==> config.mk <==
export PLATFORM = sky130hd
export DESIGN_NAME = row_feeder
export DESIGN_NICKNAME = d
export VERILOG_FILES = /design/src/rtl/row_feeder.sv
export SDC_FILE = /design/constraint.sdc
export NUM_CORES = 1
export LEC_CHECK = 0
export CAP_MARGIN = 20
export CORE_ASPECT_RATIO = 0.8
export CORE_UTILIZATION = 50
export DETAILED_ROUTE_END_ITERATION = 10
export GPL_ROUTABILITY_DRIVEN = 1
export GPL_TIMING_DRIVEN = 0
export PLACE_DENSITY = 0.76
export SYNTH_ARGS = -nofsm -noshare
export SYNTH_HDL_FRONTEND = slang
export SYNTH_SLANG_ARGS = --single-unit
==> constraint.sdc <==
create_clock -name clk -period 3.66 [get_ports clk]
set_clock_uncertainty 0.15 [all_clocks]
set_input_delay 0.732 -clock clk [delete_from_list [all_inputs] [get_ports clk]]
set_output_delay 0.732 -clock clk [all_outputs]
set_load 0.05 [all_outputs]
==> src/rtl/row_feeder.sv <==
// row_feeder: pulls raster-order pixels from an upstream ready/valid source and
// wraps the frame in cfg_pad zero pixels on every border before handing the
// padded stream to the first row_buffer. Also drives the row_buffer delay
// (padded row width) and a one-cycle initialize pulse per frame.
module row_feeder #(
  parameter int C_DATAIN_WIDTH  = 32,
  parameter int C_MAX_DELAY     = 1024,
  parameter int C_PTR_WIDTH     = $clog2(C_MAX_DELAY),
  parameter int C_ROW_CNT_WIDTH = 12,
  parameter int C_MAX_PAD       = 3,
  parameter int C_PAD_WIDTH     = $clog2(C_MAX_PAD + 1)
) (
  input  logic                       clk,
  input  logic                       rst,
  input  logic                       start,
  input  logic [C_PTR_WIDTH-1:0]     cfg_num_cols,
  input  logic [C_ROW_CNT_WIDTH-1:0] cfg_num_rows,
  input  logic [C_PAD_WIDTH-1:0]     cfg_pad,
  input  logic [C_DATAIN_WIDTH-1:0]  src_data,
  input  logic                       src_valid,
  output logic                       src_ready,
  input  logic                       stall,
  output logic                       initialize,
  output logic [C_PTR_WIDTH-1:0]     delay,
  output logic [C_DATAIN_WIDTH-1:0]  dataout,
  output logic                       dataout_valid,
  output logic                       busy,
  output logic                       done
);

  typedef enum logic [2:0] {
    S_IDLE, S_INIT, S_PAD_ROW, S_PAD_L, S_DATA, S_PAD_R, S_DONE
  } state_t;

  localparam logic [C_PAD_WIDTH-1:0] MAX_PAD = C_PAD_WIDTH'(C_MAX_PAD);

  state_t                      state_q, state_d;
  logic [C_PTR_WIDTH-1:0]      cols_q, delay_q;
  logic [C_ROW_CNT_WIDTH-1:0]  rows_q;
  logic [C_PAD_WIDTH-1:0]      pad_q;
  logic [C_PTR_WIDTH-1:0]      col_q, col_d;
  logic [C_ROW_CNT_WIDTH-1:0]  row_q, row_d;
  logic [C_PAD_WIDTH-1:0]      prow_q, prow_d;
  logic                        bot_q, bot_d;      // 1 once the top pad rows are done
  logic [C_DATAIN_WIDTH-1:0]   dout_q, pix;
  logic                        dvld_q, emit;
  logic                        done_q;

  // Configuration capture helpers
  logic [C_PAD_WIDTH-1:0]      pad_clamp;
  logic [C_PTR_WIDTH-1:0]      pad_cfg_w, delay_d;
  logic                        start_ok;
  assign pad_clamp = (cfg_pad > MAX_PAD) ? MAX_PAD : cfg_pad;
  assign pad_cfg_w = C_PTR_WIDTH'(pad_clamp);
  assign delay_d   = cfg_num_cols + (pad_cfg_w << 1);
  // done_q is still high the cycle after DONE, so a start then is ignored too
  assign start_ok  = start && (state_q == S_IDLE) && !done_q &&
                     (cfg_num_cols != '0) && (cfg_num_rows != '0);

  // End-of-row decision shared by DATA (P=0) and PAD_R
  logic                        has_pad, row_last;
  logic [C_PTR_WIDTH-1:0]      pad_w;
  state_t                      eor_state;
  logic [C_ROW_CNT_WIDTH-1:0]  eor_row;
  assign has_pad   = (pad_q != '0);
  assign pad_w     = C_PTR_WIDTH'(pad_q);
  assign row_last  = (row_q == rows_q - 1'b1);
  assign eor_state = row_last ? (has_pad ? S_PAD_ROW : S_DONE)
                              : (has_pad ? S_PAD_L   : S_DATA);
  assign eor_row   = row_last ? '0 : row_q + 1'b1;

  // Next-state, counter and emit logic
  always_comb begin
    state_d = state_q;
    col_d   = col_q;
    row_d   = row_q;
    prow_d  = prow_q;
    bot_d   = bot_q;
    emit    = 1'b0;
    pix     = '0;
    case (state_q)
      S_IDLE: if (start_ok) state_d = S_INIT;
      S_INIT: begin
        col_d   = '0;
        row_d   = '0;
        prow_d  = '0;
        bot_d   = 1'b0;
        state_d = has_pad ? S_PAD_ROW : S_DATA;
      end
      S_PAD_ROW: if (!stall) begin
        emit = 1'b1;
        if (col_q == delay_q - 1'b1) begin
          col_d = '0;
          if (prow_q == pad_q - 1'b1) begin
            prow_d = '0;
            if (bot_q) state_d = S_DONE;
            else begin
              bot_d   = 1'b1;
              state_d = S_PAD_L;
            end
          end else begin
            prow_d = prow_q + 1'b1;
          end
        end else begin
          col_d = col_q + 1'b1;
        end
      end
      S_PAD_L: if (!stall) begin
        emit = 1'b1;
        if (col_q == pad_w - 1'b1) begin
          col_d   = '0;
          state_d = S_DATA;
        end else begin
          col_d = col_q + 1'b1;
        end
      end
      S_DATA: if (src_valid && !stall) begin
        emit = 1'b1;
        pix  = src_data;
        if (col_q == cols_q - 1'b1) begin
          col_d = '0;
          if (has_pad) state_d = S_PAD_R;
          else begin
            state_d = eor_state;
            row_d   = eor_row;
          end
        end else begin
          col_d = col_q + 1'b1;
        end
      end
      S_PAD_R: if (!stall) begin
        emit = 1'b1;
        if (col_q == pad_w - 1'b1) begin
          col_d   = '0;
          state_d = eor_state;
          row_d   = eor_row;
        end else begin
          col_d = col_q + 1'b1;
        end
      end
      S_DONE:  state_d = S_IDLE;
      default: state_d = S_IDLE;
    endcase
  end

  // State, counters and frame configuration
  always_ff @(posedge clk or negedge rst) begin
    if (!rst) begin
      state_q <= S_IDLE;
      col_q   <= '0;
      row_q   <= '0;
      prow_q  <= '0;
      bot_q   <= 1'b0;
      cols_q  <= '0;
      rows_q  <= '0;
      pad_q   <= '0;
      delay_q <= '0;
    end else begin
      state_q <= state_d;
      col_q   <= col_d;
      row_q   <= row_d;
      prow_q  <= prow_d;
      bot_q   <= bot_d;
      if (start_ok) begin
        cols_q  <= cfg_num_cols;
        rows_q  <= cfg_num_rows;
        pad_q   <= pad_clamp;
        delay_q <= delay_d;
      end
    end
  end

  // Registered pixel output; data holds when nothing is emitted. done is
  // delayed one cycle so it follows the last pixel leaving this register.
  always_ff @(posedge clk or negedge rst) begin
    if (!rst) begin
      dout_q <= '0;
      dvld_q <= 1'b0;
      done_q <= 1'b0;
    end else begin
      dvld_q <= emit;
      if (emit) dout_q <= pix;
      done_q <= (state_q == S_DONE);
    end
  end

  assign src_ready     = (state_q == S_DATA) && !stall;
  assign initialize    = (state_q == S_INIT);
  assign busy          = (state_q != S_IDLE) || done_q;
  assign done          = done_q;
  assign delay         = delay_q;
  assign dataout       = dout_q;
  assign dataout_valid = dvld_q;

endmodule
# [Word level (Yosys, flattened, before mapping)]
# Index checks and enable logic that the tools add are counted.
# Widths: inputs -> output; s select.
[totals] register_bits=96 word_cells=114 inputBits=61 output_inout_bits=47
[classes] magnitude_cmp=1 n_mux=45 eq_ne=23 reduce_logical=24 addsub=9
[op_table] op="$mux 12" n=6
[op_table] op="$mux 32" n=2
[op_table] op="$mux 10" n=6
[op_table] op="$mux 3" n=16
[op_table] op="$pmux 10 s4" n=1
[op_table] op="$pmux 12 s3" n=1
[op_table] op="$eq 10x10->1" n=3
[op_table] op="$ne 2x2->1 const B" n=12
[op_table] op="$sub 10x1->10 const B" n=2
[op_table] op="$pmux 3 s6" n=1
[op_table] op="$add 12x1->12 const B" n=1
[op_table] op="$eq 12x12->1" n=1
[op_table] op="$reduce_bool 12->1" n=1
[op_table] op="$sub 12x1->12 const B" n=1
[op_table] op="$add 10x1->10 const B" n=1
[op_table] op="$add 10x3->10" n=1
[op_table] op="$reduce_and 10->1" n=1
[op_table] op="$reduce_bool 10->1" n=1
[op_table] op="$eq 3x3->1 const B" n=3
[op_table] op="$mux 2" n=4
[op_table] op="$reduce_and 4->1" n=2
[op_table] op="$eq 3x2->1 const B" n=2
[op_table] op="$logic_and 1x1->1" n=6
[op_table] op="$reduce_and 6->1" n=1
[op_table] op="other kinds (18)" n=26

# [Logic depth before layout (Yosys ltp)]
[logic_depth] ltp_word=7 depth_mapped=11 depth_no_buf=9

# [Worst setup path after synthesis]
# Ideal clock, no wire load.
[synth_timing] path_kind="input to register" startpoint="in stall" endpoint="reg dout_q[0], in the netlist dataout[0]" slack_ps=-32 setup_time_ps=67 path_buffers=3 required_time_ps=3443 cell_stages=6 arrival_time_ps=3475 cell_sequence="clkbuf_1 nor4b_1 and2_1 clkbuf_1 clkbuf_1 a22o_1"
[synth_via] elab_chain_len=4 word_cells_on_any_way=7 classes_between="mux: 5; reduce/logical: 2"
[synth_rtl] item="start: declaration" line="22" text="input logic stall,"
[synth_rtl] item="$logic_not 1->1" line="117" text="S_DATA: if (src_valid && !stall) begin"
[synth_rtl] item="$logic_and 1x1->1" line="117"
[synth_rtl] item="$mux 1 / $mux 32 (equally long branches)" line="117"
[synth_rtl] item="$pmux 1 s2 / $mux 32 (equally long branches)" line="81" text="case (state_q)"
[synth_rtl] item="end signal: assignment" line="182" text="if (emit) dout_q <= pix;"
[synth_rtl] item="end: declaration" line="45" text="logic [C_DATAIN_WIDTH-1:0] dout_q, pix;"
# Parallel ways exist; a longest one is shown, timed or not.
# A chain may end at the register's enable or synchronous reset.

# [Worst setup path after layout]
[layout_timing] startpoint="in stall" endpoint="out src_ready"
[layout_via] elab_chain_len=2
[layout_rtl] item="$logic_not 1->1" line="187" text="assign src_ready = (state_q == S_DATA) && !stall;"
[layout_rtl] item="$logic_and 1x1->1" line="187"
[layout_rtl] item="end: declaration" line="21" text="output logic src_ready,"
# No other way between the ends.

==> results.sh <==
export IMPL_status="finished, final reports clean"
export IMPL_reg2reg_slack_ns=0.31
export IMPL_fin_crit_sh=0.9606
export IMPL_fin_area_um2=7371
export IMPL_synth_largest_area_cell="dfrtp_1"
export IMPL_cts_max_level=3
export IMPL_hold_class="in2async"
export IMPL_cp_max_fo=10
export IMPL_drtIter0Drc=399
export IMPL_crit_arrival_ns=2.63
export IMPL_root_buffer="clkbuf_16"
export IMPL_synthArstFlopShare=1.000
export IMPL_synth_seq_cells=95
export IMPL_cp_top_family="buffers and inverters"
export IMPL_fmax_ghz=0.2844
export IMPL_timing_rr_end="row_q[10]"
export IMPL_finalNetCount=786
export IMPL_synth_most_common_cell="dfrtp_1"
export IMPL_cts_tree="yes"
export IMPL_netlist_area_leader_share=0.4139
export IMPL_io_pins=108
export IMPL_synthTopCellsByArea="dfrtp_1 41%, a22o_1 5.3%, mux2_2 4.9%, xnor2_1 3.8%, nor2_1 3.0%"
export IMPL_antenna_cells=0
export IMPL_track_usage=0.2656
export IMPL_drive_gt1_frac=0.09583
export IMPL_via_per_inst=5.951
export IMPL_cp_num_buf_inv=3
export IMPL_ff2ff_path_depth=11
export IMPL_critical_path_required_ns=2.78
export IMPL_synth_main_ff_cell="dfrtp_1"
export IMPL_synth_simple_area_share=0.2078
export IMPL_synthXorXnorAreaFrac=0.06405
export IMPL_num_vias=5142
export IMPL_die_x_um=121.8
export IMPL_critPathCapture="src_ready"
export IMPL_grt_pass1_vias=4896
export IMPL_fin_util=0.6690
export IMPL_endpoint_kind="output pin"
export IMPL_synth_top_family_by_area="simple AND/OR/NAND/NOR gates"
export IMPL_whs_ns=0.1653
export IMPL_grt_max_degree=66
export IMPL_synth_edff_count=0
export IMPL_synth_cell_types=70
export IMPL_path_depth=4
export IMPL_grt_first_pass_wirelength_um=24860
export IMPL_ir_drop_mv=0.7296
export IMPL_synthMuxAreaShare=0.05098
export IMPL_period_needed_ns=3.516
export IMPL_avgSynthCellArea_um2=9.652
export IMPL_port_buffers=107
export IMPL_netlist_area_um2=5743
export IMPL_critPathMostFrequentCell="clkdlybuf4s50_1"
export IMPL_ant_nets=0
export IMPL_r2r_start="pad_q[0]"
export IMPL_yosysSeqAreaShare=0.4139
export IMPL_fp_coreArea_um2=11020
export IMPL_slew_headroom=0.4986
export IMPL_critPathLaunchType="input pin"
export IMPL_dpl_instance_area_um2=7030
export IMPL_start_util=0.5212
export IMPL_worst_slew_pin_slew_ns=0.7453
export IMPL_cts_clk_slew_worst_paths_ns=0.07
export IMPL_finalPower_mw=6.279
export IMPL_crit_path_max_incr_delay_ns=0.86
export IMPL_syn_to_final_growth_pct=28.34
export IMPL_criticalPathCategory="in2out"
export IMPL_remaining_drc_errors=0
export IMPL_antenna_found_initial=0
export IMPL_synth_compound_area_share=0.1928
export IMPL_gp_congestion=0.9037
export IMPL_die_area_um2=11920
export IMPL_p_leak_nw=3.153
export IMPL_finalMaxSlewViolations=0
export IMPL_clk_insertion_delay_late_ns=0.34
export IMPL_rows=34
export IMPL_p_per_area_nw_per_um2=851.9
export IMPL_wire_per_inst_um=17.60
export IMPL_syn_nets=666
export IMPL_routed_wl_um=15200
export IMPL_slowest_stage="clkdlybuf4s50_1"
export IMPL_grt_overflow=0
export IMPL_yosys_warnings=0
export IMPL_finalSetupViolCount=0
export IMPL_crit_start="stall"
export IMPL_first_pass_iters=5
export IMPL_finalHoldViolCount=0
export IMPL_synth_adder_area_share=0.02309
export IMPL_cts_made_buffers=9
export IMPL_place_hpwl_um=11490
export IMPL_die_h_um=97.86
export IMPL_cap_violations=0
export IMPL_crit_chain="clkdlybuf4s50_1, clkbuf_1, nor4b_2, clkdlybuf4s50_1"
export IMPL_clockBufferDepth=2
export IMPL_synth_cells=595
export IMPL_yosys_top_cells_count="95 x dfrtp_1, 46 x nor2_1, 40 x nand2_1"
export IMPL_rsz0062_at_grt="no"
export IMPL_cts_sinks=95
-- cells in the final DEF, fill, tap and decap left out, types with 17 or more instances in the layout --
cell type | synthesis | final
dfrtp_1 | 95 | 95
nor2_1 | 46 | 46
clkdlybuf4s50_1 | 0 | 106
clkbuf_1 | 29 | 29
o21ai_0 | 20 | 20
xnor2_1 | 25 | 25
inv_1 | 29 | 29
nand3_1 | 19 | 19
mux2_2 | 25 | 25
nand2_1 | 40 | 40
a22o_1 | 35 | 35
xor2_1 | 17 | 17
-- state kept, by name (all words and copies together), names as in the netlist, 2 cells and up --
register and cells:
col_q 10, cols_q 10, dataout 32, delay 9, pad_q 2, prow_q 2
row_q 12, rows_q 12, state_q 3
-- worst register-to-register path: stages (launching register included) --
cell,delay [ns]
dfrtp_1,0.47
inv_1,0.16
ha_1,0.15
clkbuf_1,0.30
nand4_1,0.14
or3_1,0.33
a211oi_1,0.38
nor2b_1,0.19
o21ai_1,0.18
or2_1,0.29
buf_6,0.15
a221o_1,0.35
-- worst min path at each step --
stage / end / slack [ns] / cells past startpoint
floorplan: bot_q / 0.29 / 0
global placement: dataout[29] / 0.34 / 1
detailed placement: dataout[17] / 0.34 / 1
CTS: done / 0.19 / 1
global route: done / 0.20 / 1
finish: done / 0.17 / 1
-- stage by stage --
stage	worst slack, ns	setup TNS [ns]	instances
after detailed placement	0.1643	0	848
final	0.1443	0	864
after floorplan	0.7306	0	595
after global routing	0.04302	0	864
after global placement	-1.759	-166.13	846
after CTS	0.1600	0	864
-- kinds of logic after synthesis --
logic type / Yosys count
fa+ha+maj: 10
mux: 26
buf+inv: 66
flops: 95
simple gates: 216
xor+xnor: 42
compound gates: 140
-- report_power, final --
| part | leakage, nW | internal, mW | switching (mW) |
|---|---|---|---|
| combinational | 1.74 | 1.33 | 2.05 |
| sequential | 1.25 | 1.41 | 0.437 |
| clock | 0.167 | 0.642 | 0.411 |
| total | 3.15 | 3.38 | 2.90 |
-- routing by layer --
| layer | global-route usage | share of wire | up-vias |
|---|---|---|---|
| met3 | 0.04322 | 0.055 | 17 |
| met2 | 0.3963 | 0.45 | 189 |
| met4 | 0.06553 | 0.012 | 0 |
| li1 | - | - | 2433 |
| met1 | 0.3991 | 0.49 | 2503 |
| met5 | 0 | 0 | - |
-- cell type report --
cell class | instances | area, um^2
plain buffers | 37 | 163.9
clock buffers | 11 | 252.7
clock inverters | 5 | 86.33
fillers | 870 | 3647
inverters | 29 | 108.9
multi-input cells | 434 | 3100
flip-flops and latches | 95 | 2377
well taps | 144 | 180.2
repair buffers | 109 | 1101
-- what timing repair did --
item                                   in CTS  in global routing
endpoints found under the hold margin       0                  0
resized for setup                           1                  0
setup buffers                               0                  0
setup endpoints to repair                   1                  0
hold buffers                                0                  0
Note: power is estimated with default switching activity, not from simulation.
